===== config.mk =====
export PLATFORM = sky130hd
export DESIGN_NAME = tone_meter
export DESIGN_NICKNAME = d
export VERILOG_FILES = /design/src/rtl/tone_meter_pkg.sv /design/src/rtl/tone_meter_zc_detect.sv /design/src/rtl/tone_meter.sv
export SDC_FILE = /design/constraint.sdc
export NUM_CORES = 1
export LEC_CHECK = 0
export BUFFER_PORTS_ARGS = -buffer_cell sky130_fd_sc_hd__buf_4
export CORE_ASPECT_RATIO = 0.6
export CORE_MARGIN = 3
export CORE_UTILIZATION = 40
export CTS_CLUSTER_DIAMETER = 40
export DETAILED_ROUTE_END_ITERATION = 10
export GPL_TIMING_DRIVEN = 1
export MAX_ROUTING_LAYER = met4
export PLACE_DENSITY_LB_ADDON = 0.12
export SLEW_MARGIN = 10
export SYNTH_ARGS = -nofsm -noshare
export SYNTH_HDL_FRONTEND = slang
export SYNTH_SLANG_ARGS = --single-unit

===== constraint.sdc =====
create_clock -name clk -period 2.67 [get_ports clk]
set_clock_uncertainty 0.15 [all_clocks]
set_input_delay 0.267 -clock clk [delete_from_list [all_inputs] [get_ports clk]]
set_output_delay 0.267 -clock clk [all_outputs]
set_load 0.02 [all_outputs]

===== src/rtl/tone_meter_pkg.sv =====
`default_nettype none
// +----------------------------------------------------------------------+
// | tone_meter_pkg: shared state encoding, default levels, threshold fn  |
// | Rev 1.0                                                              |
// +----------------------------------------------------------------------+
package tone_meter_pkg;

  typedef enum logic [1:0] {
    ARM_LOW   = 2'd0,
    ARM_HIGH  = 2'd1,
    HIGH_HALF = 2'd2,
    LOW_HALF  = 2'd3
  } state_e;

  localparam logic [15:0] c_MID_DEFAULT  = 16'h8000;
  localparam logic [15:0] c_HYST_DEFAULT = 16'h0400;

  // Bit 16 of a 17-bit sum/difference flags overflow/borrow; clamp to the rail.
  function automatic logic [15:0] sat_th(input logic [16:0] v, input logic is_sub);
    if (v[16]) sat_th = is_sub ? 16'h0000 : 16'hFFFF;
    else       sat_th = v[15:0];
  endfunction

endpackage
`default_nettype wire


===== src/rtl/tone_meter_zc_detect.sv =====
`default_nettype none
// +----------------------------------------------------------------------+
// | zc_detect: hysteresis comparator, above/below the band around MID    |
// | Rev 1.0                                                              |
// +----------------------------------------------------------------------+
module zc_detect
  import tone_meter_pkg::*;
#(
  parameter logic [15:0] MID  = c_MID_DEFAULT,
  parameter logic [15:0] HYST = c_HYST_DEFAULT
) (
  input  logic [15:0] sample_i,
  output logic        above_o,
  output logic        below_o
);

  logic [15:0] w_hi_th;
  logic [15:0] w_lo_th;

  assign w_hi_th = sat_th({1'b0, MID} + {1'b0, HYST}, 1'b0);
  assign w_lo_th = sat_th({1'b0, MID} - {1'b0, HYST}, 1'b1);

  assign above_o = (sample_i > w_hi_th);
  assign below_o = (sample_i < w_lo_th);

endmodule
`default_nettype wire


===== src/rtl/tone_meter.sv =====
`default_nettype none
// +----------------------------------------------------------------------+
// | tone_meter: period / peak-to-peak meter on rising hysteretic crossings|
// | Optional 4-measurement averaging: define TONE_METER_AVG_EN. Rev 1.0  |
// +----------------------------------------------------------------------+
module tone_meter
  import tone_meter_pkg::*;
#(
  parameter int             PW         = 16,
  parameter logic [15:0]    MID        = c_MID_DEFAULT,
  parameter logic [15:0]    HYST       = c_HYST_DEFAULT,
  parameter logic [PW-1:0]  MAX_PERIOD = {PW{1'b1}}
) (
  input  logic          clk,
  input  logic          reset,
  input  logic [15:0]   sample_in,
  input  logic          sample_stb,
  output logic [PW-1:0] period,
  output logic [15:0]   amplitude,
  output logic          meas_valid,
  output logic          tone_present
);

  state_e        state_q, state_d;
  logic [PW-1:0] cnt_q, cnt_d;
  logic [15:0]   max_q, max_d, min_q, min_d;
  logic [PW-1:0] period_q, period_d;
  logic [15:0]   amp_q, amp_d;
  logic          valid_q, valid_d, tone_q, tone_d;

  logic          w_above, w_below;
  logic [PW:0]   w_cnt_inc;
  logic          w_counting, w_to_take, w_cross_take;
  logic [15:0]   w_amp_cur, w_max_upd, w_min_upd;
  logic          w_rep_fire;
  logic [PW-1:0] w_rep_period;
  logic [15:0]   w_rep_amp;

  zc_detect #(.MID(MID), .HYST(HYST)) u_zc (
    .sample_i (sample_in),
    .above_o  (w_above),
    .below_o  (w_below)
  );

  assign w_cnt_inc    = {1'b0, cnt_q} + {{PW{1'b0}}, 1'b1};
  assign w_counting   = (state_q == HIGH_HALF) || (state_q == LOW_HALF);
  // Timeout wins over a crossing arriving on the same strobe.
  assign w_to_take    = sample_stb && w_counting && (w_cnt_inc >= {1'b0, MAX_PERIOD});
  assign w_cross_take = sample_stb && (state_q == LOW_HALF) && w_above && !w_to_take;
  assign w_amp_cur    = max_q - min_q;
  assign w_max_upd    = (sample_in > max_q) ? sample_in : max_q;
  assign w_min_upd    = (sample_in < min_q) ? sample_in : min_q;

`ifdef TONE_METER_AVG_EN
  logic [PW+1:0] acc_p_q, acc_p_d, w_sum_p;
  logic [17:0]   acc_a_q, acc_a_d, w_sum_a;
  logic [1:0]    nacc_q, nacc_d;

  assign w_sum_p      = acc_p_q + {2'b00, cnt_q};
  assign w_sum_a      = acc_a_q + {2'b00, w_amp_cur};
  assign w_rep_fire   = (nacc_q == 2'd3);
  assign w_rep_period = w_sum_p[PW+1:2];
  assign w_rep_amp    = w_sum_a[17:2];

  always_comb begin
    acc_p_d = acc_p_q;
    acc_a_d = acc_a_q;
    nacc_d  = nacc_q;
    if (w_to_take || (w_cross_take && w_rep_fire)) begin
      acc_p_d = '0;
      acc_a_d = '0;
      nacc_d  = 2'd0;
    end else if (w_cross_take) begin
      acc_p_d = w_sum_p;
      acc_a_d = w_sum_a;
      nacc_d  = nacc_q + 2'd1;
    end
  end

  always_ff @(posedge clk) begin
    if (reset) begin
      acc_p_q <= '0;
      acc_a_q <= '0;
      nacc_q  <= 2'd0;
    end else begin
      acc_p_q <= acc_p_d;
      acc_a_q <= acc_a_d;
      nacc_q  <= nacc_d;
    end
  end
`else
  assign w_rep_fire   = 1'b1;
  assign w_rep_period = cnt_q;
  assign w_rep_amp    = w_amp_cur;
`endif

  always_comb begin
    state_d  = state_q;
    cnt_d    = cnt_q;
    max_d    = max_q;
    min_d    = min_q;
    period_d = period_q;
    amp_d    = amp_q;
    valid_d  = 1'b0;
    tone_d   = tone_q;
    if (w_to_take) begin
      state_d  = ARM_LOW;
      cnt_d    = '0;
      max_d    = 16'h0000;
      min_d    = 16'hFFFF;
      period_d = '0;
      amp_d    = 16'h0000;
      valid_d  = 1'b1;
      tone_d   = 1'b0;
    end else if (w_cross_take) begin
      // The crossing sample opens the new period; it is not part of the report.
      state_d = HIGH_HALF;
      cnt_d   = {{(PW-1){1'b0}}, 1'b1};
      max_d   = sample_in;
      min_d   = sample_in;
      tone_d  = 1'b1;
      if (w_rep_fire) begin
        period_d = w_rep_period;
        amp_d    = w_rep_amp;
        valid_d  = 1'b1;
      end
    end else if (sample_stb) begin
      case (state_q)
        ARM_LOW: begin
          if (w_below) state_d = ARM_HIGH;
        end
        ARM_HIGH: begin
          if (w_above) begin
            state_d = HIGH_HALF;
            cnt_d   = {{(PW-1){1'b0}}, 1'b1};
            max_d   = sample_in;
            min_d   = sample_in;
          end
        end
        default: begin
          cnt_d = (&cnt_q) ? cnt_q : w_cnt_inc[PW-1:0];
          max_d = w_max_upd;
          min_d = w_min_upd;
          if ((state_q == HIGH_HALF) && w_below) state_d = LOW_HALF;
        end
      endcase
    end
  end

  always_ff @(posedge clk) begin
    if (reset) begin
      state_q  <= ARM_LOW;
      cnt_q    <= '0;
      max_q    <= 16'h0000;
      min_q    <= 16'hFFFF;
      period_q <= '0;
      amp_q    <= 16'h0000;
      valid_q  <= 1'b0;
      tone_q   <= 1'b0;
    end else begin
      state_q  <= state_d;
      cnt_q    <= cnt_d;
      max_q    <= max_d;
      min_q    <= min_d;
      period_q <= period_d;
      amp_q    <= amp_d;
      valid_q  <= valid_d;
      tone_q   <= tone_d;
    end
  end

  assign period       = period_q;
  assign amplitude    = amp_q;
  assign meas_valid   = valid_q;
  assign tone_present = tone_q;

endmodule
`default_nettype wire


Word-level counts from Yosys, hierarchy flattened:

Cells that the tools add are included.

* bitwise logic cells: 1
* equality and inequality tests: 10
* reduce and logical (&&, ||, !) cells: 23
* multiplexer cells: 22
* add/sub/neg operators: 2
* $lt $le $gt $ge: 5

Operators by type and width (number)
* two-way mux 16 bit: 9
* case mux 16 bit (2 select lines): 3
* AND reduction 4 bit: 6
* adder 16 x 1 -> 17 bit (second input constant): 1
* greater-or-equal comparator 17 x 16 -> 1 bit (second input constant): 1
* > comparator 16 bit: 1
* > comparator 16 bit (second input constant): 1
* less-than comparator 16 x 15 -> 1 bit (second input constant): 1
* less-than comparator 16 bit: 1
* AND reduction 16 bit: 1
* subtractor 16 bit: 1
* two-way mux 2 bit: 5
* nonzero test 3 bit: 3
* logical AND 1 bit: 6
* != test 2 bit (second input constant): 3
* != test 3 bit (second input constant): 2
* equality test 2 bit (second input constant): 2
* two-way mux 1 bit: 4
* case mux 2 bit (2 select lines): 1
* nonzero test 4 bit: 1
* != test 3 x 2 -> 1 bit (second input constant): 1
* OR reduction 3 bit: 1
* equality test 2 x 1 -> 1 bit (second input constant): 1
* zero test 2 bit: 1
* other kinds (6): 6

* flip-flop bits (word level): 84
* output and inout port bits: 34
* bits of input ports: 19

Logic depth before layout (Yosys ltp):

Gate-level depths: netlist of the first run.

* word-level depth: 8
* mapped depth: 12

By module:

A second synthesis of the first run with hierarchy kept.

* cell total of the unflattened synthesis: 639
* area total of the unflattened synthesis: 5074.9 sq um

By module, submodules not included
* tone_meter: times used 1, area an instance 5011.1 sq um, cells an instance 630, sequential area each 1681.6 sq um
* zc_detect: times used 1, area an instance 63.8 sq um, cells an instance 9, sequential area each 0.0 sq um

Worst setup path after synthesis of the first run:

Ideal clock, no wire load.

* kind: register -> register
* start point: register cnt_q[2]
* end point: register min_q[0]
* stages on the path, launching flop included: 11
* arrival time: 2568 ps
* slack: -190 ps
* path buffers: 3
* path through: dfxtp_1 > buf_2 > nand3_2 > or4_1 > or3_1 > a221o_1 > o211a_1 > buf_2 > a21oi_4 > buf_2 > o211ai_1

* longest elaborated chain between the ends: 7
* elaborated cells between the ends (all ways): 12
* those cells by class: add/sub (1); order compare (1); eq/ne (2); mux (1); reduce/logical (7)

Ends and longest elaborated chain
* start, declared: line tone_meter.sv:25 `logic [PW-1:0] cnt_q, cnt_d;`
* start signal, assigned: line tone_meter.sv:162 `cnt_q <= cnt_d;`
* adder 16 x 1 -> 17 bit *: line tone_meter.sv:45 `assign w_cnt_inc = {1'b0, cnt_q} + {{PW{1'b0}}, 1'b1};`
* greater-or-equal comparator 17 x 16 -> 1 bit *: line tone_meter.sv:48 `assign w_to_take = sample_stb && w_counting && (w_cnt_inc >= {1'b0, MAX_PERIOD});`
* logical AND 1 bit *: line tone_meter.sv:48
* zero test 1 bit: line tone_meter.sv:49 `assign w_cross_take = sample_stb && (state_q == LOW_HALF) && w_above && !w_to_take;`
* logical AND 1 bit: line tone_meter.sv:49
* != test 3 bit (no source line), or another cell as far along
* AND reduction 4 bit (no source line)
* end signal, assigned: line tone_meter.sv:164 `min_q <= min_d;`
* end, declared: line tone_meter.sv:26 `logic [15:0] max_q, max_d, min_q, min_d;`

Every way passes the cells marked *; elsewhere a longest branch is shown, timed or not.
A chain may end at the register's enable or synchronous reset.

Final worst setup path of the first run:

* start point: register cnt_q[0]
* end point: register max_q[7]

* longest elaborated chain between the ends: 7
* elaborated cells between the ends (all ways): 12
* those cells by class: add/sub (1); order compare (1); eq/ne (2); mux (1); reduce/logical (7)

Ends and longest elaborated chain
* adder 16 x 1 -> 17 bit *: line tone_meter.sv:45
* greater-or-equal comparator 17 x 16 -> 1 bit *: line tone_meter.sv:48
* logical AND 1 bit *: line tone_meter.sv:48
* zero test 1 bit: line tone_meter.sv:49
* logical AND 1 bit: line tone_meter.sv:49
* != test 3 bit (no source line), or another cell as far along
* AND reduction 4 bit (no source line)
* end signal, assigned: line tone_meter.sv:163 `max_q <= max_d;`
* end, declared: line tone_meter.sv:26

Marks and branches as above.

==> out/qor.yml, run 1 <==
status:
  status: "complete, but fails checks"
  violations: "negative setup slack"
floorplan:
  core_area_um2: 11700
  io_pins: 53
  die_y_um: 92.1
  fp-row-count: 30
  die_x_um: 149
  start_util: 0.423
  die_area_um2: 13800
timing:
  fin_crit_sh: 1.07
  hold_viol_final: 0
  timing.fmax_ghz: 0.349
  drv_slew: 0
  fin_ws_ps: -196
  finalCriticalPeriod_ps: 2870
  setup_violations: 83
  worst-slew-pin-transition_ps: 672
  slew_headroom: 0.551
  rsz0062_at_grt: "yes"
  setup_tns_ps: -10500
logic_synthesis:
  synth_cell_types: 57
  synth_area_leader_cell: "dfxtp_1"
  yosysSeqAreaShare: 0.340
  avgSynthCellArea_um2: 7.78
  ys_seq_elements: 84
  synth_ff_type: "dfxtp_1"
  synth.yosys.warnings: 0
  synth_edf_count: 0
  async_flop_share: 0
  synth_top_cell_area_share: 0.340
  syn_nets: 703
  syn_inst: 635
  synth_most_common_cell: "dfxtp_1"
  yosys-top-cells-area: "dfxtp_1 (34%), ha_1 (12%), a21oi_1 (8.0%)"
  syn-cell-area_um2: 4940
  synth_commonest_cells: "dfxtp_1 (84), a21oi_1 (79), nand2_1 (77), ha_1 (48), o21ai_0 (45)"
worst_hold_path:
  hp-class: "primary input to register"
cells_and_area:
  drive_above_1_share: 0.433
  n_fill_cell: 913
  diodes: 0
  fin_area_um2: 7900
  area_growth_pct: 60.0
  final_nets: 873
clocking:
  clk_latency_ps: 340
  cts_max_level: 3
  cts.sinks: 84
  cts_buffers: 9
  clockBufferDepth: 2
  clkTransAtPathRegs_ps: 70
  cts_tree: "done"
  clock-root-buffer: "clkbuf_16"
critical_path:
  worstSetupEndpointType: "register"
  crit_arrival_ps: 3000
  start_kind: "register"
  worst-path-max-fanout: 7
  slowest_stage: "dfxtp_4"
  crit_type: "register to register"
  cp_cell_sequence: "ha_4, nand4_1, buf_4, nor4_2, xnor2_1, o21bai_4, buf_4, o211ai_4, buf_6, buf_6, buf_16, nand3_2, a21oi_2"
  slowest_delay_ps: 400
  crit_required_ps: 2800
placed_design:
  hpwl_mm: 11.8
  gp_congestion: 0.954
  port_buffers: 52
  post_dp_cell_area_um2: 6270
global_route:
  grtUsageTotal: 0.263
  grt_pass1_wl_mm: 27.7
  grt-ovfl-total: 0
  grt_max_degree: 29
  grt_pass1_vias: 5165
  antenna_found_initial: 0
detailed_routing:
  vias: 5588
  viasPerCell: 5.77
  drc: 0
  wl_per_cell_um: 19.6
  dr.pass1.iters: 5
  drt-initial-drc-count: 533
  wirelength_mm: 19.0
  ant_nets: 0
flow_run:
  drv_cap: 0
power_and_ir_drop:
  p_leak_nw: 3.25
  ir_drop_mv: 0.450
  powerDensity_nw_per_um2: 402
routing by layer:
metal / wire length, um / track usage / vias to the layer above
li1: - / - / 2631
met1: 8990 / 0.395 / 2652
met2: 7920 / 0.365 / 273
met3: 1840 / 0.0573 / 32
met4: 209 / 0.0388 / 0
met5: 0 / - / -
path summary, 6_finish.rpt:
kind	start	endpoint	slack [ps]	cells after the start
max	cnt_q[0]	max_q[7]	-200	13
max reg2reg	cnt_q[0]	max_q[7]	-200	13
min	sample_in[1]	max_q[1]	70	3
min reg2reg	period[3]	period[3]	310	2
where the power goes:
| group | internal [mW] | switching (mW) | leakage, nW | total [mW] |
|---|---|---|---|---|
| combinational | 0.202 | 0.237 | 2.40 | 0.439 |
| sequential | 1.27 | 0.0127 | 0.685 | 1.28 |
| clock | 0.913 | 0.542 | 0.166 | 1.45 |
timing repair:
action	CTS	global route
hold buffers	1	0
hold endpoints to repair	1	0
pin swaps	32	47
cloned	8	7
setup buffers	17	10
gates resized for setup	63	158
endpoints found under the setup margin	84	84
cell type report:
type / instances / area, um2 / share of cell area
sequential: 84 / 1700 / 0.215
clock buffer: 9 / 225 / 0.0285
timing repair buffer: 191 / 1850 / 0.234
multi-input combinational: 475 / 3650 / 0.461
tap: 160 / 200 / 0.0253
clock inverter: 6 / 113 / 0.0142
inverter: 44 / 165 / 0.0209
sequential cells by signal, indices dropped and copies added (netlist names):
name and cells:
max_q 16, meas_valid 1, cnt_q 16, min_q 16, state_q 2, period 16, amplitude 16, tone_present 1
stage by stage:
| stage | std cells | setup slack, ps | power [mW] | hold WS, ps | util |
|---|---|---|---|---|---|
| after floorplan | 635 | -46.8 | 1.47 | 193 | - |
| final | 969 | -196 | 3.17 | 65.9 | 0.677 |
| after detailed placement | 918 | -188 | 1.62 | 296 | 0.537 |
| after CTS | 957 | -163 | 3.10 | 48.0 | 0.614 |
| after global placement | 918 | -125 | 1.61 | 294 | 0.537 |
| after global routing | 969 | -251 | 3.27 | 68.4 | 0.677 |
critical path: cells and delay by family, from the launching register on:
kind                       cells  cell delay [ps]
buffers and inverters          5              780
AOI/OAI and AO/OA              3              600
and+or+nand+nor                3              520
DFF                            1              400
xor gates and xnor gates       1              190
adders and majority gates      1              160
placed cells by master (no fill, tap or decap), types with 4 or more instances in the layout:
cell	Yosys	routed
a21oi_2	0	42
nand2_1	77	60
nor3_1	23	8
o21a_1	5	5
o21ai_0	45	27
nand2b_1	4	4
nand2_2	1	10
buf_4	2	144
ha_4	0	4
nand3_4	0	4
a211oi_2	0	6
nor3_4	0	4
dfxtp_2	0	9
ha_1	48	44
clkbuf_16	0	14
nand3_2	1	8
nand4_1	8	8
o211ai_1	4	4
inv_1	44	44
nand2_4	0	8
o21ai_1	1	12
a31oi_1	21	20
buf_12	0	14
buf_6	2	23
a211oi_1	10	4
dfxtp_1	84	73
nor2_1	41	38
a21oi_1	79	35
xnor2_1	9	9
and2_1	6	6
o21ai_2	0	5
nand3_1	28	17
nor3_2	0	11
cell families after synthesis:
group | count (synthesis) | synth area share
flip-flops | 84 | 0.340
adder cells (fa/ha/maj) | 49 | 0.126
AND/OR/NAND/NOR | 213 | 0.200
multiplexers | 2 | 0.00431
XOR/XNOR | 12 | 0.0213
AO/OA/AOI/OAI | 199 | 0.242
buffers and inverters | 76 | 0.0659
Power figures use the tool's default switching activity.
==> inputs of run 2 (changes only) <==
- CORE_MARGIN: 3 -> 10
==> run 2 against run 1 <==
The run still ends with negative setup slack left. Clock-buffer cell count rose by 1. Power fell by 3.2%. Sequential power barely moved. Critical path depth fell by 4. Sequential cell count did not move. Sequential share of layout area rose by 0.27 points. Clock power fell by 5%. Largest cell class unchanged.
==> out/qor.yml, run 2 (synthesis gave the netlist of run 1 again) <==
status:
  status: "complete, but fails checks"  # unchanged
  violations: "negative setup slack"  # unchanged
timing:
  drv_slew: 0  # unchanged
  setup_violations: 77  # was 83
  rsz0062_at_grt: "yes"  # unchanged
  hold_viol_final: 0  # unchanged
  finalCriticalPeriod_ps: 2880  # was 2870 ps
  fin_crit_sh: 1.08  # was 1.07
  setup_tns_ps: -9230  # was -10500 ps
  slew_headroom: 0.592  # was 0.551
  fin_ws_ps: -206  # was -196 ps
  timing.fmax_ghz: 0.348  # was 0.349 GHz
  worst-slew-pin-transition_ps: 607  # was 672 ps
clocking:
  clkTransAtPathRegs_ps: 60  # was 70 ps
  cts_hold_buffers: 0  # was 1
  clk_latency_ps: 340  # about the same
  clockBufferDepth: 2  # unchanged
  cts_tree: "done"  # unchanged
  cts_buffers: 9  # unchanged
  cts_max_level: 3  # unchanged
  cts.sinks: 84  # unchanged
  clock-root-buffer: "clkbuf_16"  # unchanged
worst_hold_path:
  worstHoldStart: "sample_in[5]"  # was sample_in[1]
  hp-class: "primary input to register"  # unchanged
  min_to: "max_q[5]"  # was max_q[1]
  hold_path_depth: 3  # unchanged
cells_and_area:
  diodes: 0  # unchanged
  final_cell_mix: "buf_4 (138), dfxtp_1 (72), nand2_1 (61), a21oi_1 (52), ha_1 (44)"  # was buf_4 (144), dfxtp_1 (73), nand2_1 (60), inv_1 (44), ha_1 (44)
  n_fill_cell: 964  # was 913
  final_nets: 865  # was 873
  drive_above_1_share: 0.419  # was 0.433
  area_growth_pct: 58.3  # was 60.0%
  layout_commonest_cell: "buf_4"  # unchanged
floorplan:
  die_y_um: 106  # was 92.1 um
  die_x_um: 163  # was 149 um
  die_area_um2: 17300  # was 13800 um2
  fp-row-count: 31  # was 30
  io_pins: 53  # unchanged
  core_area_um2: 12100  # was 11700 um2
  start_util: 0.410  # was 0.423
power_and_ir_drop:
  p_leak_nw: 3.21  # was 3.25 nW
  ir_drop_mv: 0.327  # was 0.450 mV
  powerDensity_nw_per_um2: 393  # was 402 nW/um2
placed_design:
  gp_congestion: 0.907  # was 0.954
  port_buffers: 52  # unchanged
  hpwl_mm: 12.1  # was 11.8 mm
  dp_slack_ps: -206  # was -188 ps
global_route:
  grt-ovfl-total: 0  # unchanged
  grt_pass1_vias: 5412  # was 5165
  grt_max_degree: 31  # was 29
  antenna_found_initial: 0  # unchanged
  grt_pass1_wl_mm: 28.4  # was 27.7 mm
  grtUsageTotal: 0.209  # was 0.263
critical_path:
  crit_required_ps: 2780  # was 2800 ps
  worstSetupEndpointType: "register"  # unchanged
  start_kind: "register"  # unchanged
  r2r_start: "cnt_q[5]"  # was cnt_q[0]
  r2r_cells: 9  # was 13
  regToRegSetupSlack_ps: -210  # was -200 ps
  r2r-end: "min_q[8]"  # was max_q[7]
  cp_cell_sequence: "nand2_4, or4_4, or3_4, a221o_2, o211a_4, a21oi_4, buf_12, nor3_2, a31oi_1"  # was ha_4, nand4_1, buf_4, nor4_2, xnor2_1, o21bai_4, buf_4, o211ai_4, buf_6, buf_6, buf_16, nand3_2, a21oi_2
  slowest_stage: "or4_4"  # was dfxtp_4
  crit_arrival_ps: 2980  # was 3000 ps
  crit_type: "register to register"  # unchanged
  worst-path-max-fanout: 8  # was 7
  slowest_delay_ps: 520  # was 400 ps
detailed_routing:
  drt-initial-drc-count: 494  # was 533
  drc: 0  # unchanged
  vias: 5540  # was 5588
  ant_nets: 0  # unchanged
  dr.pass1.iters: 5  # unchanged
  viasPerCell: 5.73  # was 5.77
  wirelength_mm: 19.5  # was 19.0 mm
  wl_per_cell_um: 20.2  # was 19.6 um
flow_run:
  drv_cap: 0  # unchanged
run 2: per-stage QoR:
stage / util / instance area (um2) / total power, mW / cells / hold slack, ps
CTS: 0.592 / 7140 / 3.02 / 947 / 66.5
finish: 0.648 / 7820 / 3.07 / 966 / 69.0
global placement: 0.510 / 6150 / 1.60 / 906 / 295
detailed placement: 0.510 / 6150 / 1.61 / 906 / 300
floorplan: - / 4990 / 1.47 / 635 / 193
global route: 0.648 / 7820 / 3.18 / 966 / 85.2
run 2: worst max-delay path: cells and delay by family, from the launching register on:
family / cells / cell delay [ps]
DFF: 1 / 370
and+or+nand+nor: 4 / 970
AOI/OAI and AO/OA: 4 / 1130
buffers and inverters: 1 / 170
run 2: cell type report:
class                   count  area [um2]  share of cell area
clock inverters             5        85.1              0.0109
well taps                 165         206              0.0264
repair buffers            183        1830               0.234
inverters                  44         165              0.0211
clock buffers              10         239              0.0306
multi-input cells         475        3590               0.459
flip-flops and latches     84        1700               0.218
run 2: timing repair:
item | CTS | global route
pin swaps | 30 | 41
gates cloned | 10 | 7
endpoints found under the setup margin | 84 | 84
setup buffers | 17 | 18
resized for setup | 81 | 134
run 2: worst max-delay path by stage:
stage | slack [ps] | cells after the start | start | end
after floorplan | -50 | 11 | cnt_q[5] | min_q[10]
after global routing | -250 | 10 | cnt_q[5] | max_q[12]
after CTS | -160 | 10 | cnt_q[6] | min_q[0]
final | -210 | 9 | cnt_q[5] | min_q[8]
after global placement | -130 | 9 | cnt_q[4] | meas_valid
after detailed placement | -210 | 9 | cnt_q[4] | min_q[8]
run 2: where the power goes:
group	internal [mW]	switching [mW]	total (mW)
clock	0.845	0.535	1.38
sequential	1.27	0.0123	1.28
combinational	0.183	0.229	0.413
total	2.30	0.777	3.07
run 2: per-layer routing:
layer	track usage	share of wire	wire length, um
met1	0.292	0.47	9070
met5	-	0	0
met2	0.298	0.44	8550
met4	0.0451	0.010	204
met3	0.0474	0.085	1660
